### src/rtl/memory_arbiter.sv
// Round-robin arbiter funnelling N request masters into one registered downstream
// request slot, with a combinational ID-based response router back to the masters.
module memory_arbiter #(
    parameter int N_MASTERS     = 4,
    parameter int ID_WIDTH      = 2,
    parameter int ADDRESS_WIDTH = 32,
    parameter int DATA_WIDTH    = 24
) (
    input  logic                               clock,
    input  logic                               reset,
    input  logic [N_MASTERS*ADDRESS_WIDTH-1:0] mAddress,
    input  logic [N_MASTERS*DATA_WIDTH-1:0]    mData,
    input  logic [N_MASTERS-1:0]               mWrite,
    input  logic [N_MASTERS-1:0]               mValid,
    output logic [N_MASTERS-1:0]               mTaken,
    output logic [ID_WIDTH-1:0]                msID,
    output logic [ADDRESS_WIDTH-1:0]           msAddress,
    output logic [DATA_WIDTH-1:0]              msData,
    output logic                               msWrite,
    output logic                               msValid,
    input  logic                               msTaken,
    input  logic [ID_WIDTH-1:0]                smID,
    input  logic [DATA_WIDTH-1:0]              smData,
    input  logic                               smValid,
    output logic                               smTaken,
    output logic [N_MASTERS*DATA_WIDTH-1:0]    sData,
    output logic [N_MASTERS-1:0]               sValid,
    input  logic [N_MASTERS-1:0]               sTaken
);

    typedef enum logic {EMPTY, FULL} state_t;

    state_t                state;
    logic [ID_WIDTH-1:0]   ptr;
    logic [ID_WIDTH-1:0]   winner;
    logic [ID_WIDTH-1:0]   nextPtr;
    logic                  found;
    logic                  loadable;
    int                    idx;

    assign loadable = (state == EMPTY) || msTaken;
    assign msValid  = (state == FULL);

    // Scan masters starting at ptr, wrapping, and keep the first requester seen.
    always_comb begin
        found  = 1'b0;
        winner = '0;
        idx    = 0;
        for (int k = 0; k < N_MASTERS; k++) begin
            idx = int'(ptr) + k;
            if (idx >= N_MASTERS)
                idx = idx - N_MASTERS;
            if (!found && mValid[idx]) begin
                found  = 1'b1;
                winner = ID_WIDTH'(idx);
            end
        end
    end

    assign nextPtr = (int'(winner) == N_MASTERS - 1) ? '0 : winner + 1'b1;

    // Accept goes out only when the slot can actually take the beat this cycle.
    always_comb begin
        mTaken = '0;
        if (!reset && loadable && found)
            mTaken[winner] = 1'b1;
    end

    // Output slot: a new winner overwrites a draining entry with no bubble.
    always_ff @(posedge clock) begin
        if (reset) begin
            state     <= EMPTY;
            ptr       <= '0;
            msID      <= '0;
            msAddress <= '0;
            msData    <= '0;
            msWrite   <= 1'b0;
        end else if (loadable) begin
            if (found) begin
                state     <= FULL;
                ptr       <= nextPtr;
                msID      <= winner;
                msAddress <= mAddress[int'(winner)*ADDRESS_WIDTH +: ADDRESS_WIDTH];
                msData    <= mData[int'(winner)*DATA_WIDTH +: DATA_WIDTH];
                msWrite   <= mWrite[winner];
            end else begin
                state <= EMPTY;
            end
        end
    end

    // IDs outside the master range (non power-of-two counts) are swallowed.
    always_comb begin
        sData   = {N_MASTERS{smData}};
        sValid  = '0;
        smTaken = 1'b1;
        if (int'(smID) < N_MASTERS) begin
            sValid[smID] = smValid;
            smTaken      = sTaken[smID];
        end
    end

endmodule

### config.mk
export PLATFORM = sky130hd
export DESIGN_NAME = memory_arbiter
export DESIGN_NICKNAME = d
export VERILOG_FILES = /design/src/rtl/memory_arbiter.sv
export SDC_FILE = /design/constraint.sdc
export NUM_CORES = 1
export LEC_CHECK = 0
export CORE_AREA = 2 2 168 170
export DETAILED_ROUTE_END_ITERATION = 10
export DIE_AREA = 0 0 170 172
export PLACE_DENSITY = 0.44
export SLEW_MARGIN = 5
export SYNTH_ARGS = -nofsm -noshare
export SYNTH_HDL_FRONTEND = slang
export SYNTH_SLANG_ARGS = --single-unit
### constraint.sdc
create_clock -name clock -period 6.1 [get_ports clock]
set_input_delay 1.525 -clock clock [delete_from_list [all_inputs] [get_ports clock]]
set_output_delay 1.525 -clock clock [all_outputs]
set_load 0.005 [all_outputs]
* After elaboration in Yosys (flattened, before gate mapping)
Cells that the tools add are included.
Storage, ports and cells: memories 0, flip-flop bits (word level) 62, memory bits (read-only) 0, bits in writable memories 0, latch bits 0
Operators by class: equal/unequal tests 1, add/sub/neg operators 8, divide/modulo/power cells 0, multiplexer cells 35, bitwise gates (word level) 2, multiply operators 1, reduce and logical (&&, ||, !) cells 13, magnitude comparators 12, shifts and indexed selects 2
Operator list (number):
- $lt 32x4->1 const B | 4
- $mux 32 | 4
- $shiftx 128x8->32 | 1
- $shiftx 96x8->24 | 1
- $mux 1 | 17
- $bmux 1 s2 | 6
- $sub 3x3->4 const B | 3
- $mux 2 | 5
- $ge 3x3->1 const B | 3
- $logic_and 1x1->1 | 7
- $add 2x2->3 const B | 2
- $lt 2x3->1 const B | 2
- $and 4x4->4 | 1
- $demux 1 s2 | 2
- $ge 2x1->1 const B | 2
- $logic_not 1->1 | 4
- $mul 2x2->4 const B | 1
- $mux 4 | 1
- $sub 2x3->4 const B | 1
- $add 2x1->3 const B | 1
- $ge 2x3->1 const B | 1
- $add 2x1->2 const B | 1
- $eq 2x1->1 const B | 1
- $reduce_and 2->1 | 1
- other kinds (2) | 2

* Logic depth before layout (Yosys ltp)
Gate-level depths: netlist of the first run.
word-level depth 20, depth in mapped cells 9, mapped depth without buffers 6

* Worst setup path after synthesis of the first run
Ideal clock, no wire load.
path type input to output, start input mValid[2], end output mTaken[2], arrival time 2.609 ns, data required time 4.575 ns, stages 8, slack 1.966 ns, cell sequence mux2i_1 -> nor2_1 -> nor3_1 -> buf_2 -> buf_2 -> inv_1 -> ha_1 -> and2_1
On the way: cells in the longest elaborated chain, start to end 18, elaborated cells on any way between the ends 33, those cells by class order compare (2); mux (23); reduce/logical (8)
RTL lines:
- from (decl) | line 14 | input logic [N_MASTERS-1:0] mValid,
- $bmux 1 s2 | line 53 | if (!found && mValid[idx]) begin
- $mux 1 (implied by the code) (2 in a row) | line 53
- $mux 1 | line 53
- $logic_not 1->1 | line 53
- $logic_and 1x1->1 | line 53
- $mux 1 | line 53
- $logic_not 1->1 | line 53
- $logic_and 1x1->1 | line 53
- $mux 1 | line 53
- $logic_not 1->1 | line 53
- $logic_and 1x1->1 | line 53
- $mux 2 | line 53
- $lt 2x3->1 (implied by the code) / $ge 2x1->1 (equally long branches) | line 66 | mTaken[winner] = 1'b1;
- $logic_and 1x1->1 (implied by the code) | line 66
- $mux 1 (implied by the code) | line 66
- $demux 1 s2 | line 66
- $mux 4 * | line 65 | if (!reset && loadable && found)
- to (decl) | line 15 | output logic [N_MASTERS-1:0] mTaken,
Mark *: on every way between the ends. The rest lies on a longest branch, timed or not. The select of a mux whose other input is x is not followed.

* Worst setup path in the final report of the first run
start input mValid[0], end output mTaken[2]
The elaborated chain is that of the path after synthesis.

==> flow_metrics.tcl, run 1 <==
set metrics [dict create \
    cellLeakagePower_nw 2.48 \
    fp.dieW_um 170 \
    critPathBufInv 2 \
    rsz0062_at_grt "no" \
    routedWlPerCell_um 20.1 \
    crit_top_cell "clkdlybuf4s50_1" \
    clk_path_buf_depth 2 \
    routed_via_density 4.23 \
    synth_cell_type_count 29 \
    maxCapViolCount 0 \
    cts_hold_buffers 0 \
    fin_crit_sh_pct 82.4 \
    path_delay_family "buffers and inverters" \
    die-area_um2 29200 \
    hold_class "flop to flop" \
    fill_cells 2982 \
    antenna_cells 0 \
    drv_slew 0 \
    cts_setup_buffers 0 \
    drive_gt1_share_pct 4.88 \
    core_um2 27500 \
    power_w 0.00159 \
    required_ns 4.58 \
    io_pins 431 \
    ir_drop_uv 110 \
    drtIter0Drc 335 \
    clock_tree.htree_level_count 3 \
    drt_pre_antenna_iters 6 \
    setup_violations 0 \
    die_h_um 172 \
    track_usage_pct 12.2 \
    worst_slew_pin_slew_ns 0.801 \
    num_vias 4062 \
    start_util_pct 14.1 \
    crit_path_max_fanout 8 \
    synth_compound_area_share_pct 24.4 \
    placed_area_um2 6590 \
    setup_tns_ns 0 \
    finalNetCount 878 \
    synth-simple-area-share_pct 3.45 \
    yosysSeqAreaShare_pct 32.0 \
    ant_nets 0 \
    cts_resized 0 \
    dp_cells 945 \
    synth_top_family_by_area "compound AO/OA/AOI/OAI gates" \
    cts-buffers-inserted 9 \
    area_growth_pct 78.0 \
    end_kind "output port" \
    dpl.hpwl_mm 14.2 \
    status "finished, final reports clean" \
    synth_fa_ha_area_share_pct 0.645 \
    slowest_delay_ns 0.55 \
    clock_latency_ns 0.34 \
    cts_tree "done" \
    route.detailed.drc 0 \
    stdcell_count 961 \
    synth_mux_area_share_pct 16.1 \
    synth_seq_cells 62 \
    rows 61 \
    finalHoldViolations 0 \
    start_kind "input port" \
    grt_pass1_vias 4200 \
    synth_warnings 0 \
    worstPathArrival_ns 3.50 \
    final_area_um2 6900 \
    cp_slowest_cell "clkdlybuf4s50_1" \
    critPathKind "input port to output port" \
    synthesis.nets 680 \
    path_cells "clkdlybuf4s50_1, a21oi_1, o21ai_0, o2bb2a_1, ha_1, and2_1, clkdlybuf4s50_1" \
    grt_max_degree 58 \
    yosys.area_share.xor_xnor_pct 0 \
    clk_pin_slew_ns 0.06 \
    synth-edff-count 0 \
    cts-root-buf "clkbuf_16" \
    cellPowerDensity_nw_per_um2 230 \
    grt-ovfl-total 0 \
    place_congestion 0.714 \
    ys.flop_type "dfxtp_1" \
    syn_area_um2 3880 \
    port_buffers 310 \
    syn_avg_cell_area_um2 9.41 \
    seq_area_um2 1240 \
    antenna_found_initial 0 \
    totalWireLength_mm 19.3 \
    max_freq_ghz 0.199 \
    finClkSkew_ns 0.0125 \
    fin_crit_ns 5.02 \
    synthCells 412 \
    grt_first_pass_wirelength_mm 25.9 \
    clock_sinks 62 \
    multi_input_area_um2 1750 \
    relSlewSlack_pct 46.6 \
    async_flop_share_pct 0 \
]
-- kinds of logic (layout without fill, tap and decap cells) --
kind of cell,Yosys count,after routing
buffers and inverters,133,336
muxes,61,61
AOI/OAI and AO/OA,128,128
DFF,62,62
and+or+nand+nor,26,26
adders and majority gates,2,2
-- tightest hold or removal path, cell delays in order, from the launching register on --
cell	delay [ns]
dfxtp_1	0.32
a222oi_1	0.06
o21ai_1	0.07
-- power breakdown --
part	total, W	switching [W]	internal (W)
clock	0.000576	0.000218	0.000358
combinational	0.000516	0.000192	0.000324
sequential	0.000499	0.0000350	0.000464
-- metal layers --
layer | global-route usage (%) | part of all wire (%) | wire (um) | vias up
met5 | 0 | 0 | 0 | -
met4 | 3.79 | 2.0 | 391 | 0
met3 | 6.02 | 12 | 2390 | 18
met2 | 22.2 | 50 | 9670 | 320
met1 | 12.1 | 35 | 6850 | 1828
li1 | - | - | - | 1896
-- cells in the final DEF, fill, tap and decap left out, drive strengths merged, types with 5 or more instances in the layout --
| cell | instances |
|---|---|
| a222oi | 57 |
| clkbuf | 10 |
| o21ai | 61 |
| nor2 | 10 |
| a21oi | 5 |
| mux2i | 60 |
| nand2 | 5 |
| buf | 7 |
| dfxtp | 62 |
| clkdlybuf4s50 | 310 |
-- path summary, 6_finish.rpt --
check	end	startpoint	cells after the start	slack, ns
max	mTaken[2]	mValid[0]	7	1.08
min	msData[23]	msData[23]	2	0.49
max reg2reg	msAddress[19]	ptr[1]	6	3.69
min reg2reg	msData[23]	msData[23]	2	0.49
-- sequential cells by signal (all words and copies together), names as in the netlist --
register   count
msAddress     32
msWrite        1
msID           2
ptr            2
msData        24
msValid        1
-- per-stage QoR --
stage | utilization [%] | setup WS, ns | hold WS (ns)
after global routing | 25.1 | 0.972 | 0.510
after CTS | 25.1 | 1.10 | 0.492
after detailed placement | 24.0 | 1.10 | 0.477
after floorplan | - | 1.97 | 0.481
after global placement | 24.0 | 1.13 | 0.469
final | 25.1 | 1.08 | 0.486
-- Yosys cell counts (2+ instances only) --
master	count	area share [%]
a21oi_1	5	0.65
a222oi_1	57	15
and2_1	2	0.32
and3_1	2	0.32
buf_1	4	0.39
buf_2	13	1.7
buf_4	96	19
buf_6	4	1.2
clkbuf_1	12	1.2
dfxtp_1	62	32
ha_1	2	0.65
inv_1	3	0.29
mux2i_1	60	15
nand2_1	5	0.48
nor2_1	9	0.87
nor2b_1	2	0.32
nor3_1	2	0.26
nor3b_1	2	0.39
o21ai_0	4	0.52
o21ai_1	57	7.4
-- layout make-up --
class / count / area share [%]
Tap cell: 346 / 6.27
Clock buffer: 10 / 3.32
Inverter: 3 / 0.163
Clock inverter: 6 / 1.25
Sequential cell: 62 / 18.0
Timing Repair Buffer: 317 / 45.7
Multi-Input combinational cell: 217 / 25.3
No activity file was read; power rests on OpenSTA's default activity.
==> run 2, diff against run 1 <==
Settings changed: CORE_AREA 2 2 168 170 to 2 2 166 168, DIE_AREA 0 0 170 172 to 0 0 168 170, PLACE_DENSITY 0.44 to 0.45.
Clock period 6.1 ns to 5.1 ns, I/O delays scaled along.
==> run 2 against run 1 <==
Compared with the run above:
- wire length fell by 3.4%
- cell count fell by 0.52%
- utilization rose by 0.76 points
- critical path type unchanged
- critical endpoint is now mTaken[3]
- highest routed layer unchanged
==> flow_metrics.tcl, run 2 (synthesized netlist as in run 1, its figures left out) <==
set metrics [dict create \
    fin_crit_ns 4.47 \
    cts_resized 0 \
    pre_cts_slack_ns 0.629 \
    io_pins 431 \
    start_kind "input port" \
    stdcell_count 956 \
    fin_ws_ns 0.632 \
    area_growth_pct 77.9 \
    hold_class "flop to flop" \
    hold_path_depth 2 \
    max_freq_ghz 0.224 \
    clock_latency_ns 0.33 \
    cp_slowest_cell "clkdlybuf4s50_1" \
    final_common_cell "clkdlybuf4s50_1" \
    die_h_um 170 \
    final_area_um2 6900 \
    num_vias 4065 \
    grt-ovfl-total 0 \
    critPathKind "input port to output port" \
    status "finished, final reports clean" \
    crit_path_max_fanout 8 \
    finalHoldViolations 0 \
    max_flop_register "msAddress" \
    cts_tree "done" \
    worstHoldEndpoint "msAddress[16]" \
    cts_hold_buffers 0 \
    ant_nets 0 \
    maxCapViolCount 0 \
    drv_slew 0 \
    min-delay-start "msAddress[16]" \
    fin_crit_sh_pct 87.6 \
    cts_setup_buffers 0 \
    placed_area_um2 6610 \
    clk_path_buf_depth 2 \
    grt_pass1_vias 4249 \
    rows 60 \
    relSlewSlack_pct 44.9 \
    top_regs "msAddress (32), msData (24)" \
    worst_slew_pin_slew_ns 0.827 \
    core_um2 26700 \
    final_cell_mix "clkdlybuf4s50_1 (310), dfxtp_1 (62), mux2i_1 (60)" \
    dp_cells 940 \
    grt_first_pass_wirelength_mm 25.6 \
    fill_cells 2888 \
    swShare_pct 28.5 \
    cts-root-buf "clkbuf_16" \
    largest_reg_flops 32 \
    setup_violations 0 \
    antenna_cells 0 \
    slowest_delay_ns 0.61 \
    r2r_start "ptr[1]" \
    cellLeakagePower_nw 2.47 \
    grt_max_degree 58 \
    drtIter0Drc 348 \
    switchingPower_w 0.000527 \
    antenna_found_initial 0 \
    place_congestion 0.731 \
    drive_gt1_share_pct 4.88 \
    routed_via_density 4.25 \
    cellPowerDensity_nw_per_um2 268 \
    required_ns 3.83 \
    crit_top_cell "clkdlybuf4s50_1" \
    ir_drop_uv 98.8 \
    track_usage_pct 12.2 \
    rsz0062_at_grt "no" \
    clkPwrFrac_pct 34.3 \
    finalNetCount 878 \
    die-area_um2 28600 \
    cts-buffers-inserted 9 \
    port_buffers 310 \
    end_kind "output port" \
    reg2reg_slack_ns 2.70 \
    power_w 0.00185 \
    path_cells "clkdlybuf4s50_1, a21oi_1, o21ai_0, o2bb2a_1, ha_1, and2_1, clkdlybuf4s50_1" \
    finClkSkew_ns 0.00811 \
    p_comb_share_pct 33.3 \
    routedWlPerCell_um 19.5 \
    clock_sinks 62 \
    clock_tree.htree_level_count 3 \
    seqPwrFrac_pct 32.4 \
    start_util_pct 14.5 \
    drt_pre_antenna_iters 5 \
    dpl.hpwl_mm 14.1 \
    worstPathArrival_ns 3.19 \
    setup_tns_ns 0 \
    route.detailed.drc 0 \
    totalWireLength_mm 18.6 \
    r2r_cells 6 \
    internal_power_w 0.00132 \
    clk_pin_slew_ns 0.06 \
    fp.dieW_um 168 \
    timing.rr.end "msAddress[8]" \
]
[run 2: cell count changes in the layout (fill, tap and decap cells not counted)]
| cell | delta |
|---|---|
| buf_12 | +2 |
| clkinv_4 | -1 |
| clkinvlp_4 | +2 |
| bufinv_16 | -1 |
| buf_4 | -2 |
[run 2: worst max-delay path by stage]
stage / startpoint / end / slack (ns) / depth (start not counted)
after floorplan: mValid[2] / mTaken[2] / 1.47 / 8
after global placement: mValid[0] / mTaken[2] / 0.63 / 8
after detailed placement: mValid[0] / mTaken[2] / 0.63 / 8
after CTS: mValid[0] / mTaken[2] / 0.62 / 8
after global routing: mValid[0] / mTaken[2] / 0.48 / 8
final: mValid[0] / mTaken[3] / 0.63 / 7
[run 2: power by group through the flow]
stage,Sequential [W],Combinational [W],Clock (W)
finish,0.000599,0.000617,0.000635
floorplan,0.000606,0.000281,0
global placement,0.000608,0.000630,0
detailed placement,0.000608,0.000629,0
CTS,0.000599,0.000630,0.000672
global route,0.000607,0.000662,0.000692
[run 2: layer usage]
layer / part of all wire, % / wire, um / GRT usage, %
met3: 13 / 2340 / 5.79
met5: 0 / 0 / 0
met2: 53 / 9870 / 23.4
met4: 1.5 / 276 / 3.74
met1: 33 / 6150 / 11.4
[run 2: worst max-delay path, delay by kind of cell]
| kind | cells | cell delay [ns] |
|---|---|---|
| buf+inv | 2 | 1.05 |
| simple gates | 1 | 0.13 |
| fa+ha+maj | 1 | 0.20 |
| compound gates | 3 | 0.53 |
[run 2: area by class of cell]
| class | instances | area [um2] | area share [%] |
|---|---|---|---|
| repair buffers | 317 | 3180 | 46.1 |
| multi-input cells | 217 | 1750 | 25.3 |
| flip-flops and latches | 62 | 1240 | 18.0 |
| well taps | 341 | 427 | 6.19 |
| clock buffers | 10 | 229 | 3.32 |
| clock inverters | 6 | 62.6 | 0.907 |
| inverters | 3 | 11.3 | 0.163 |
[run 2: per-stage QoR]
stage	utilization [%]	hold slack [ns]
finish	25.9	0.483
global route	25.9	0.511
CTS	25.9	0.489
detailed placement	24.8	0.474
global placement	24.8	0.473
floorplan	-	0.481
==> run 3, diff against run 2 <==
Settings changed: CORE_AREA 2 2 166 168 to 2 2 168 170, CTS_BUF_LIST set to sky130_fd_sc_hd__clkbuf_8, CTS_CLUSTER_SIZE set to 25, DIE_AREA 0 0 168 170 to 0 0 170 172, PLACE_DENSITY 0.45 to 0.44.
==> run 3 against run 2 <==
Compared with the run above:
- cell count grew 0.63%
- critical path depth grew 1
- wire length rose by 2.7%
==> flow_metrics.tcl, run 3 (synthesized netlist as in run 1, its figures left out) <==
set metrics [dict create \
    num_vias 4103 \
    placed_area_um2 6600 \
    clkPwrFrac_pct 28.0 \
    final_cell_mix "clkdlybuf4s50_1 (310), dfxtp_1 (62), mux2i_1 (60)" \
    path_delay_family "buffers and inverters" \
    totalWireLength_mm 19.1 \
    antenna_found_initial 1 \
    critPathBufInv 3 \
    fin_crit_sh_pct 88.3 \
    fin_crit_ns 4.50 \
    port_buffers 310 \
    die_h_um 172 \
    fin_hold_ws_ns 0.495 \
    final_area_um2 6790 \
    seq_area_um2 1240 \
    clk_pin_slew_ns 0.08 \
    cellLeakagePower_nw 2.42 \
    route.detailed.drc 0 \
    slowest_delay_ns 0.54 \
    ant_nets 0 \
    final_common_cell "clkdlybuf4s50_1" \
    grt_first_pass_wirelength_mm 25.2 \
    ir_drop_uv 115 \
    relSlewSlack_pct 43.3 \
    end_kind "output port" \
    cts_resized 0 \
    drt_pre_antenna_iters 6 \
    finalHoldViolations 0 \
    routedWlPerCell_um 19.9 \
    clock_tree.htree_level_count 3 \
    max_flop_register "msAddress" \
    clock_latency_ns 0.37 \
    cts_setup_buffers 0 \
    worst_slew_pin_slew_ns 0.848 \
    rsz0062_at_grt "no" \
    drv_slew 0 \
    cts_tree "done" \
    multi_input_area_um2 1750 \
    seqPwrFrac_pct 35.4 \
    drtIter0Drc 274 \
    cts_hold_buffers 0 \
    crit_path_max_fanout 8 \
    cp_slowest_cell "clkdlybuf4s50_1" \
    dp_cells 945 \
    core_um2 27500 \
    start_util_pct 14.1 \
    crit_top_cell "clkdlybuf4s50_1" \
    grt_max_degree 58 \
    internal_power_w 0.00117 \
    path_cells "clkdlybuf4s50_1, mux2i_1, nor2_1, nor3_2, inv_1, ha_1, and2_1, clkdlybuf4s50_1" \
    clk_path_buf_depth 2 \
    grt_pass1_vias 4132 \
    largest_reg_flops 32 \
    dpl.hpwl_mm 14.2 \
    p_comb_share_pct 36.6 \
    max_freq_ghz 0.222 \
    required_ns 3.83 \
    cts-root-buf "clkbuf_8" \
    track_usage_pct 11.9 \
    rows 61 \
    start_kind "input port" \
    swShare_pct 30.8 \
    clock_sinks 62 \
    cts-buffers-inserted 9 \
    fp.dieW_um 170 \
    maxCapViolCount 0 \
    status "finished, final reports clean" \
    die-area_um2 29200 \
    critPathKind "input port to output port" \
    worstPathArrival_ns 3.23 \
    drive_gt1_share_pct 4.88 \
    setup_tns_ns 0 \
    io_pins 431 \
    setup_violations 0 \
    place_congestion 0.723 \
    routed_via_density 4.27 \
    finClkSkew_ns 0.0152 \
    stdcell_count 962 \
    grt-ovfl-total 0 \
    top_regs "msAddress (32), msData (24)" \
    finalNetCount 878 \
    fill_cells 3015 \
    cellPowerDensity_nw_per_um2 248 \
    switchingPower_w 0.000518 \
    hold_class "flop to flop" \
    area_growth_pct 75.2 \
]
## run 3: changes by cell type in the layout (fill, tap and decap cells not counted), sizes merged
cell    before  now
diode        0    1
inv          3    4
clkbuf      10    9
## run 3: worst paths after layout
path | startpoint | end | slack (ns) | cells after the start
worst max-delay path | mValid[0] | mTaken[2] | 0.60 | 8
worst min-delay path | msAddress[7] | msAddress[7] | 0.49 | 2
worst max register to register | ptr[1] | msAddress[24] | 2.70 | 6
worst min register to register | msAddress[7] | msAddress[7] | 0.49 | 2
## run 3: area by class of cell
cell class	instances	share of cell area, %
clock buffers	9	1.82
repair buffers	317	46.6
clock inverters	7	0.976
well taps	346	6.37
flip-flops and latches	62	18.3
diodes	1	0.0368
inverters	3	0.166
multi-input cells	217	25.7
## run 3: through the flow
step | setup slack, ns | utilization (%) | total power, W
global route | 0.491 | 24.7 | 0.00179
CTS | 0.595 | 24.7 | 0.00174
finish | 0.598 | 24.7 | 0.00168
global placement | 0.628 | 24.0 | 0.00123
floorplan | 1.47 | - | 0.000887
detailed placement | 0.594 | 24.0 | 0.00123
## run 3: worst reg2reg max path, stage by stage, from the launching register on
cell and delay [ns]:
dfxtp_1 0.50, mux2i_1 0.23, nor2_1 0.07, nor3_2 0.31, buf_4 0.60, mux2i_1 0.51, o21ai_1 0.09
## run 3: metal layers
layer / routed length [um] / GRT usage [%] / vias up
met1: 6630 / 11.8 / 1884
met5: 0 / 0 / -
met3: 2520 / 6.20 / 20
li1: - / - / 1891
met2: 9560 / 21.5 / 308
met4: 427 / 4.20 / 0
## run 3: power by group through the flow
stage	Sequential, W	Combinational [W]	Clock (W)
2_1_floorplan	0.000606	0.000281	0
3_3_place_gp	0.000607	0.000628	0
3_5_place_dp	0.000606	0.000626	0
4_1_cts	0.000596	0.000628	0.000511
5_1_grt	0.000604	0.000661	0.000528
6_report	0.000596	0.000616	0.000472
